File: config.mk
export PLATFORM = sky130hd
export DESIGN_NAME = uart_rx_framer
export DESIGN_NICKNAME = d
export VERILOG_FILES = /design/src/rtl/uart_pkg.sv /design/src/rtl/uart_rx_sync.sv /design/src/rtl/uart_rx_framer.sv
export SDC_FILE = /design/constraint.sdc
export NUM_CORES = 1
export LEC_CHECK = 0
export ABC_CLOCK_PERIOD_IN_PS = 5100
export CORE_MARGIN = 4
export CORE_UTILIZATION = 45
export DETAILED_ROUTE_END_ITERATION = 8
export GPL_TIMING_DRIVEN = 0
export PLACE_DENSITY = 0.74
export SLEW_MARGIN = 20
export SYNTH_ARGS = -nofsm -noshare
export SYNTH_HDL_FRONTEND = slang
export SYNTH_SLANG_ARGS = --single-unit
File: constraint.sdc
create_clock -name clk -period 5.1 [get_ports clk]
set_input_delay 1.02 -clock clk [delete_from_list [all_inputs] [get_ports clk]]
set_output_delay 1.02 -clock clk [all_outputs]
set_load 0.02 [all_outputs]
File: src/rtl/uart_pkg.sv
// Shared definitions for the UART receive path: FSM state encoding,
// parity-mode selectors and the smallest usable baud divisor.
package uart_pkg;

    typedef enum logic [2:0] {
        ST_IDLE   = 3'd0,
        ST_START  = 3'd1,
        ST_DATA   = 3'd2,
        ST_PARITY = 3'd3,
        ST_STOP   = 3'd4
    } uart_state_e;

    localparam int PARITY_NONE = 0;
    localparam int PARITY_EVEN = 1;
    localparam int PARITY_ODD  = 2;

    // Below this the half-bit START delay collapses to nothing useful.
    localparam int MIN_DIV = 4;

endpackage

File: src/rtl/uart_rx_sync.sv
// Two-flop synchronizer for the asynchronous receive line; resets to the
// idle-high level so a line held low through reset is not seen for 2 cycles.
module uart_rx_sync (
    input  logic clk,
    input  logic rst_n,
    input  logic i_rx,
    output logic o_rx
);

    logic meta_q, meta_d;
    logic sync_q, sync_d;

    always_comb begin
        meta_d = i_rx;
        sync_d = meta_q;
    end

    always_ff @(posedge clk) begin
        if (!rst_n) begin
            meta_q <= 1'b1;
            sync_q <= 1'b1;
        end else begin
            meta_q <= meta_d;
            sync_q <= sync_d;
        end
    end

    assign o_rx = sync_q;

endmodule

File: src/rtl/uart_rx_framer.sv
// UART receiver: oversampling-free mid-bit sampler with configurable width,
// parity and stop bits, plus a one-word holding register with overrun flag.
module uart_rx_framer
    import uart_pkg::*;
#(
    parameter int DATA_W    = 8,
    parameter int PARITY    = 0,
    parameter int STOP_BITS = 1,
    parameter int DIV_W     = 16
) (
    input  logic              clk,
    input  logic              rst_n,
    input  logic              i_rx,
    input  logic              i_start_rx,
    input  logic [DIV_W-1:0]  i_div,
    input  logic              i_data_ready,
    input  logic              i_clr_ovr,
    output logic [DATA_W-1:0] o_data,
    output logic              o_data_valid,
    output logic              o_parity_err,
    output logic              o_frame_err,
    output logic              o_overrun,
    output logic              o_busy
);

    localparam int                BIT_W     = $clog2(DATA_W + 1);
    localparam logic [DIV_W-1:0]  MIN_DIV_V = DIV_W'(MIN_DIV);
    localparam logic [BIT_W-1:0]  LAST_DATA = BIT_W'(DATA_W - 1);
    localparam logic [BIT_W-1:0]  LAST_STOP = BIT_W'(STOP_BITS - 1);

    logic              rx_s;
    uart_state_e       state_q, state_d;
    logic [DIV_W-1:0]  cnt_q, cnt_d;
    logic [DIV_W-1:0]  div_q, div_d;
    logic [BIT_W-1:0]  bit_q, bit_d;
    logic [DATA_W-1:0] shift_q, shift_d;
    logic              par_err_q, par_err_d;
    logic              frm_err_q, frm_err_d;
    logic [DATA_W-1:0] data_q, data_d;
    logic              valid_q, valid_d;
    logic              perr_q, perr_d;
    logic              ferr_q, ferr_d;
    logic              ovr_q, ovr_d;
    logic              expire;
    logic              complete;
    logic              exp_par;
    logic [DIV_W-1:0]  div_clamped;

    uart_rx_sync u_sync (
        .clk   (clk),
        .rst_n (rst_n),
        .i_rx  (i_rx),
        .o_rx  (rx_s)
    );

    always_comb begin
        state_d     = state_q;
        cnt_d       = cnt_q;
        div_d       = div_q;
        bit_d       = bit_q;
        shift_d     = shift_q;
        par_err_d   = par_err_q;
        frm_err_d   = frm_err_q;
        complete    = 1'b0;
        expire      = (cnt_q <= DIV_W'(1));
        div_clamped = (i_div < MIN_DIV_V) ? MIN_DIV_V : i_div;
        exp_par     = (PARITY == PARITY_ODD) ? ~^shift_q : ^shift_q;

        if (state_q != ST_IDLE) begin
            cnt_d = cnt_q - DIV_W'(1);
        end

        case (state_q)
            ST_IDLE: begin
                // Divisor is latched here so i_div changes cannot disturb a frame.
                if (!rx_s && i_start_rx) begin
                    state_d   = ST_START;
                    div_d     = div_clamped;
                    cnt_d     = div_clamped >> 1;
                    bit_d     = '0;
                    par_err_d = 1'b0;
                    frm_err_d = 1'b0;
                end
            end
            ST_START: begin
                if (expire) begin
                    if (!rx_s) begin
                        state_d = ST_DATA;
                        cnt_d   = div_q;
                    end else begin
                        state_d = ST_IDLE;
                        cnt_d   = '0;
                    end
                end
            end
            ST_DATA: begin
                if (expire) begin
                    shift_d = {rx_s, shift_q[DATA_W-1:1]};
                    cnt_d   = div_q;
                    if (bit_q == LAST_DATA) begin
                        bit_d   = '0;
                        state_d = (PARITY != PARITY_NONE) ? ST_PARITY : ST_STOP;
                    end else begin
                        bit_d = bit_q + BIT_W'(1);
                    end
                end
            end
            ST_PARITY: begin
                if (expire) begin
                    par_err_d = (rx_s != exp_par);
                    state_d   = ST_STOP;
                    cnt_d     = div_q;
                end
            end
            ST_STOP: begin
                if (expire) begin
                    if (!rx_s) begin
                        frm_err_d = 1'b1;
                    end
                    if (bit_q == LAST_STOP) begin
                        state_d  = ST_IDLE;
                        complete = 1'b1;
                        cnt_d    = '0;
                        bit_d    = '0;
                    end else begin
                        bit_d = bit_q + BIT_W'(1);
                        cnt_d = div_q;
                    end
                end
            end
            default: begin
                state_d = ST_IDLE;
                cnt_d   = '0;
            end
        endcase
    end

    // Holding register: a completing word only lands if the slot is free or
    // being consumed this same cycle; otherwise it is dropped and flagged.
    always_comb begin
        data_d  = data_q;
        valid_d = valid_q;
        perr_d  = perr_q;
        ferr_d  = ferr_q;
        ovr_d   = ovr_q;

        if (valid_q && i_data_ready) begin
            valid_d = 1'b0;
        end
        if (i_clr_ovr) begin
            ovr_d = 1'b0;
        end
        if (complete) begin
            if (!valid_q || i_data_ready) begin
                data_d  = shift_q;
                perr_d  = par_err_q;
                ferr_d  = frm_err_d;
                valid_d = 1'b1;
            end else begin
                ovr_d = 1'b1;
            end
        end
    end

    always_ff @(posedge clk) begin
        if (!rst_n) begin
            state_q   <= ST_IDLE;
            cnt_q     <= '0;
            div_q     <= '0;
            bit_q     <= '0;
            shift_q   <= '0;
            par_err_q <= 1'b0;
            frm_err_q <= 1'b0;
            data_q    <= '0;
            valid_q   <= 1'b0;
            perr_q    <= 1'b0;
            ferr_q    <= 1'b0;
            ovr_q     <= 1'b0;
        end else begin
            state_q   <= state_d;
            cnt_q     <= cnt_d;
            div_q     <= div_d;
            bit_q     <= bit_d;
            shift_q   <= shift_d;
            par_err_q <= par_err_d;
            frm_err_q <= frm_err_d;
            data_q    <= data_d;
            valid_q   <= valid_d;
            perr_q    <= perr_d;
            ferr_q    <= ferr_d;
            ovr_q     <= ovr_d;
        end
    end

    assign o_data       = data_q;
    assign o_data_valid = valid_q;
    assign o_parity_err = perr_q;
    assign o_frame_err  = ferr_q;
    assign o_overrun    = ovr_q;
    assign o_busy       = (state_q != ST_IDLE);

endmodule
==> After elaboration in Yosys (flattened, before gate mapping) <==
Cells that the tools add are included.
{ "classes": {"n_lt_le_gt_ge": 2, "n_mux": 40, "addsub": 2, "eq_ne": 13, "reduce_logical": 18} }
{ "op_table": {"columns": ["cell", "count"], "rows": [
  ["two-way mux 16 bit", 8],
  ["one-hot mux 16 bit (4 select lines)", 1],
  ["two-way mux 3 bit", 7],
  ["two-way mux 4 bit", 5],
  ["<= comparator 16 x 1 -> 1 bit (second input constant)", 1],
  ["< comparator 16 x 3 -> 1 bit (second input constant)", 1],
  ["subtractor 16 x 1 -> 16 bit (second input constant)", 1],
  ["one-hot mux 3 bit (5 select lines)", 1],
  ["two-way mux 1 bit", 14],
  ["!= test 2 bit (second input constant)", 7],
  ["one-hot mux 4 bit (3 select lines)", 1],
  ["XOR reduction 8 bit", 1],
  ["AND reduction 7 bit", 1],
  ["== test 3 x 2 -> 1 bit (second input constant)", 2],
  ["AND reduction 2 bit", 3],
  ["nonzero test 3 bit", 2],
  ["adder 4 x 1 -> 4 bit (second input constant)", 1],
  ["== test 4 x 3 -> 1 bit (second input constant)", 1],
  ["logical NOT 4 bit", 1],
  ["one-hot mux 1 bit (2 select lines)", 2],
  ["AND reduction 4 bit", 1],
  ["== test 3 x 1 -> 1 bit (second input constant)", 1],
  ["== test 3 bit (second input constant)", 1],
  ["logical NOT 3 bit", 1],
  ["other kinds (8)", 10]
]} }
{ "totals": {"out_inout_bits": 13, "in_bits": 22, "regBits": 63, "word_cells": 89} }

==> Longest topological paths before layout <==
Gate-level depths: netlist (run 1).
{ "logic_depth": {"word_depth": 5, "mapped_depth": 8, "depth_no_buf": 7} }

==> Modules after synthesis <==
Synthesis (run 1) repeated with hierarchy kept, for this count alone.
{ "unflattened": {"hier_cells": 361, "area_unflattened_um2": 3014.1} }
{ "by_module_without_submodules": {"columns": ["mod", "area_per_inst_um2", "cells_each", "n_inst", "seq_area_each_um2"], "rows": [
  ["uart_rx_framer", 2961.6, 357, 1, 1221.2],
  ["uart_rx_sync", 52.6, 4, 1, 40.0]
]} }

==> Worst setup path before layout (run 1) <==
OpenSTA, ideal clock, no wires.
{ "synth_path": {"kind": "input to register", "from": "input i_start_rx", "to": "register state_q[2]", "required_ns": 5.030, "path_slack_ns": 2.882, "t_arrival_ns": 2.148, "path_buffers": 0, "path_stages": 5, "setup_time_ns": 0.070, "path_cell_list": "nor2b_1 -> a21oi_1 -> o31a_1 -> or4_1 -> a21oi_1"} }
{ "synth_via": {"elab_chain_len": 3} }
{ "synth_lines": {"columns": ["item", "line", "source"], "rows": [
  ["from (decl)", "uart_rx_framer.sv:14", "input logic i_start_rx,"],
  ["logical AND 1 bit", "uart_rx_framer.sv:76", "if (!rx_s && i_start_rx) begin"],
  ["!= test 2 bit (no source line)", null, null],
  ["AND reduction 7 bit (no source line)", null, null],
  ["to (signal assigned)", "uart_rx_framer.sv:180", "state_q <= state_d;"],
  ["to (decl)", "uart_rx_framer.sv:32", "uart_state_e state_q, state_d;"]
]} }
Every way passes these cells.
A chain may end at the register's enable or synchronous reset.

==> Worst setup path in the final report (run 1) <==
{ "layout_path": {"from": "register state_q[2]", "to": "output o_busy"} }
{ "layout_via": {"elab_chain_len": 1} }
{ "layout_lines": {"columns": ["item", "line", "source"], "rows": [
  ["nonzero test 3 bit", "uart_rx_framer.sv:200", "assign o_busy = (state_q != ST_IDLE);"],
  ["to (decl)", "uart_rx_framer.sv:23", "output logic o_busy"]
]} }
Every way passes these cells.

==> results of run 1 <==
report_power, final:
| group | switching, uW | internal, uW |
|---|---|---|
| clock network | 187 | 302 |
| registers | 10.1 | 503 |
| logic | 75.6 | 52.6 |
| total | 273 | 857 |
sequential cells by signal (all words and copies together), names as in the netlist, 3 cells and up:
name     cells
bit_q        4
div_q       16
o_data       8
shift_q      8
state_q      3
cnt_q       16
routing by layer:
metal | part of all wire | GRT usage | up-vias | wire length, um
met2 | 0.46 | 0.3024 | 81 | 3482
met3 | 0.056 | 0.03756 | 17 | 425
li1 | - | - | 1396 | -
met5 | 0 | 0 | - | 0
met1 | 0.46 | 0.2483 | 1335 | 3529
met4 | 0.021 | 0.09694 | 0 | 156
how the worst max path moves through the flow:
| stage | from | end | depth (start not counted) |
|---|---|---|---|
| after floorplan | i_start_rx | state_q[2] | 5 |
| after global placement | i_start_rx | cnt_q[12] | 6 |
| after detailed placement | i_start_rx | cnt_q[13] | 6 |
| after CTS | state_q[2] | o_busy | 3 |
| after global routing | state_q[2] | o_busy | 3 |
| final | state_q[2] | o_busy | 3 |
stage by stage:
step / hold slack (ps) / power, uW / setup WS (ps) / cell area [um^2]
floorplan: 386.3 / 604.6 / 2882 / 3032
global placement: 394.2 / 648.4 / 2032 / 3468
detailed placement: 396.4 / 650.0 / 2061 / 3468
global route: 441.2 / 1172 / 1806 / 3692
finish: 411.8 / 1130 / 1917 / 3692
CTS: 412.6 / 1131 / 1967 / 3692
layout by cell type (no fill, tap or decap), types with 2 or more instances in the layout:
cell	netlist	final
dfxtp_1	63	63
nand2_1	60	60
clkdlybuf4s50_1	0	34
nor2_1	30	30
a21oi_1	29	29
mux2i_1	19	19
clkbuf_1	14	16
a31oi_1	14	14
clkbuf_8	0	11
nand2b_1	10	10
xnor2_1	10	10
o21ai_0	9	9
nor4_1	8	8
o22ai_1	8	8
o31a_1	7	7
inv_1	6	6
nor3_1	6	6
o21ai_1	5	5
nand3_1	5	5
or4_1	4	4
buf_2	4	4
o41ai_1	4	4
nand4_1	4	4
xor2_1	4	4
ha_1	4	4
nor3b_1	3	3
nor4b_1	3	3
o21a_1	3	3
or2_2	2	2
nor2b_1	2	2
a31o_2	2	2
and2_1	2	2
o31ai_1	2	2
bufinv_16	0	2
logic make-up after synthesis:
kind of cell             Yosys count  share of synthesized area
AO/OA/AOI/OAI                     90                     0.1861
XOR/XNOR                          14                    0.04044
adder cells (fa/ha/maj)            4                    0.01651
buffers and inverters             26                    0.03508
flip-flops                        63                     0.4160
multiplexers                      19                    0.06273
AND/OR/NAND/NOR                  148                     0.2431
critical path, stage by stage, from the launching register on:
cell and delay (ps):
dfxtp_1 370, nor3_2 430, clkinv_1 380, clkdlybuf4s50_1 640
area by class of cell:
type	count	area [um^2]
inverters	7	26.28
flip-flops and latches	63	1261
clock inverters	3	65.06
well taps	77	96.34
repair buffers	34	340.3
multi-input cells	275	1664
clock buffers	13	158.9
fillers	618	2766
plain buffers	19	80.08
==> metrics.md, run 1 <==
| Metric | Value |
|---|---|
| Run status | finished clean |
| Register area share after synthesis | 0.4160 |
| Worst Hold Launch | u_sync.meta_q |
| Clock Tree Root | clkbuf_8 |
| Crit start category | register |
| Mapped Cells | 364 |
| Synthesis-to-finish area growth | 21.79% |
| Final number of setup-violating endpoints | 0 |
| Std cell rows | 29 |
| Pin count of the biggest net entering global routing | 11 |
| Leakage | 0.001250 uW |
| Most instantiated library cell after synthesis | dfxtp_1 |
| Hpwl dp | 5391 um |
| Worst hold path class | register to register |
| CTS max path bufs | 2 |
| Post-CTS Setup Repair Bufs | 0 |
| Synth Cell Area | 0.003032 mm^2 |
| Post-CTS Resized | 0 |
| Effective utilization at floorplan | 0.4694 |
| Fin. max-slew vios | 0 |
| Final worst-path cycle share | 0.6241 |
| Vias in the first global route | 2752 |
| Critical path class | register to primary output |
| Clk sinks | 63 |
| Synth top area share | 0.4160 |
| Max_slew headroom | 0.5354 |
| Clk_lat worst skew | 340 ps |
| Top post-synthesis cells by area | dfxtp_1 (42%), nand2_1 (7.4%), mux2i_1 (6.3%) |
| Worst hold path cell count | 1 |
| # nets final | 435 |
| Via density | 5.762 |
| Antenna-violating nets left | 0 |
| Core ar. | 0.006459 mm^2 |
| CTS Buf Count | 9 |
| Routed WL per cell | 15.46 um |
| RSZ-0062 raised after global routing | no |
| Top cell type by total area after synthesis | dfxtp_1 |
| Async set-reset flop share out of synthesis | 0 |
| Max Fclk | 314.2 MHz |
| DRC Markers | 0 |
| WHS Endpoint | u_sync.o_rx |
| First-pass GRT wire length | 12790 um |
| Congestion Overflow GR | 0 |
| Critical Path AT | 2160 ps |
| Setup TNS | 0 ps |
| FF-to-FF Start | state_q[2] |
| Pwr Density | 306.0 mW/mm^2 |
| Req. time, crit path | 4080 ps |
| Seq cells post-synth | 63 |
| Setup Skew | 9.017 ps |
| Initial antenna violation count | 0 |
| Die height | 90.08 um |
| CTS tree | done |
| Final min period | 3183 ps |
| Die area | 0.008114 mm^2 |
| # diodes | 0 |
| Crit path max fanout | 9 |
| GRT Total Usage | 0.1915 |
| Layout Utilization | 0.5717 |
| Mapped Nets | 390 |
| Dominant synthesized flop cell | dfxtp_1 |
| Distinct cell type count after synthesis | 49 |
| Worst slew pin tran | 694.4 ps |
| Die X | 90.08 um |
| Worst-path clk slew | 70 ps |
| Placer Congestion | 0.8800 |
| Max IR drop VDD | 0.2319 mV |
| Max-Cap Viols | 0 |
| Synth warn | 0 |
| R2r worst-path depth | 6 |
| Commonest cells in the netlist | dfxtp_1 (63), nand2_1 (60), nor2_1 (30), a21oi_1 (29), mux2i_1 (19) |
| Buffers on Ports | 34 |
| Critical Path Sink Type | primary output |
| First DRT Iteration DRCs | 184 |
| Final hold violation count | 0 |
| First-pass DRT Iterations | 4 |
| Placed insts | 475 |
| Share of cells above drive strength 1 | 0.06280 |
| Reg2reg end | cnt_q[13] |
| Layout Cells excl Fill | 491 |
| Hold_buf cts | 0 |
| Post-synth EDFFs | 0 |
| Htree depth | 3 |
| Routed vias | 2829 |
| R2R Setup Slk | 2380 ps |
| Syn Area/Cell | 8.329 um^2 |
| DRT Wirelength | 7593 um |
| IO Count | 35 |
Note: power is estimated with default switching activity, not from simulation.
==> run 2, diff against run 1 <==
--- a/config.mk
+++ b/config.mk
@@ -5,7 +5,7 @@
 export SDC_FILE = /design/constraint.sdc
 export NUM_CORES = 1
 export LEC_CHECK = 0
-export ABC_CLOCK_PERIOD_IN_PS = 5100
+export ABC_CLOCK_PERIOD_IN_PS = 3160
 export CORE_MARGIN = 4
 export CORE_UTILIZATION = 45
 export DETAILED_ROUTE_END_ITERATION = 8
==> constraint.sdc (replaced) <==
create_clock -name clk -period 3.16 [get_ports clk]
set_input_delay 0.632 -clock clk [delete_from_list [all_inputs] [get_ports clk]]
set_output_delay 0.632 -clock clk [all_outputs]
set_load 0.02 [all_outputs]
==> results of run 2 <==
The final DEF is identical to that of run 1. Status: finished clean.
Among the figures that moved: setup slack after placement 2061 ps -> 508.7 ps; setup slack after layout 1917 ps -> 364.9 ps; register-to-register setup slack 2380 ps -> 440 ps; total power 1130 uW -> 1823 uW; worst IR drop on VDD 0.2319 mV -> 0.3743 mV
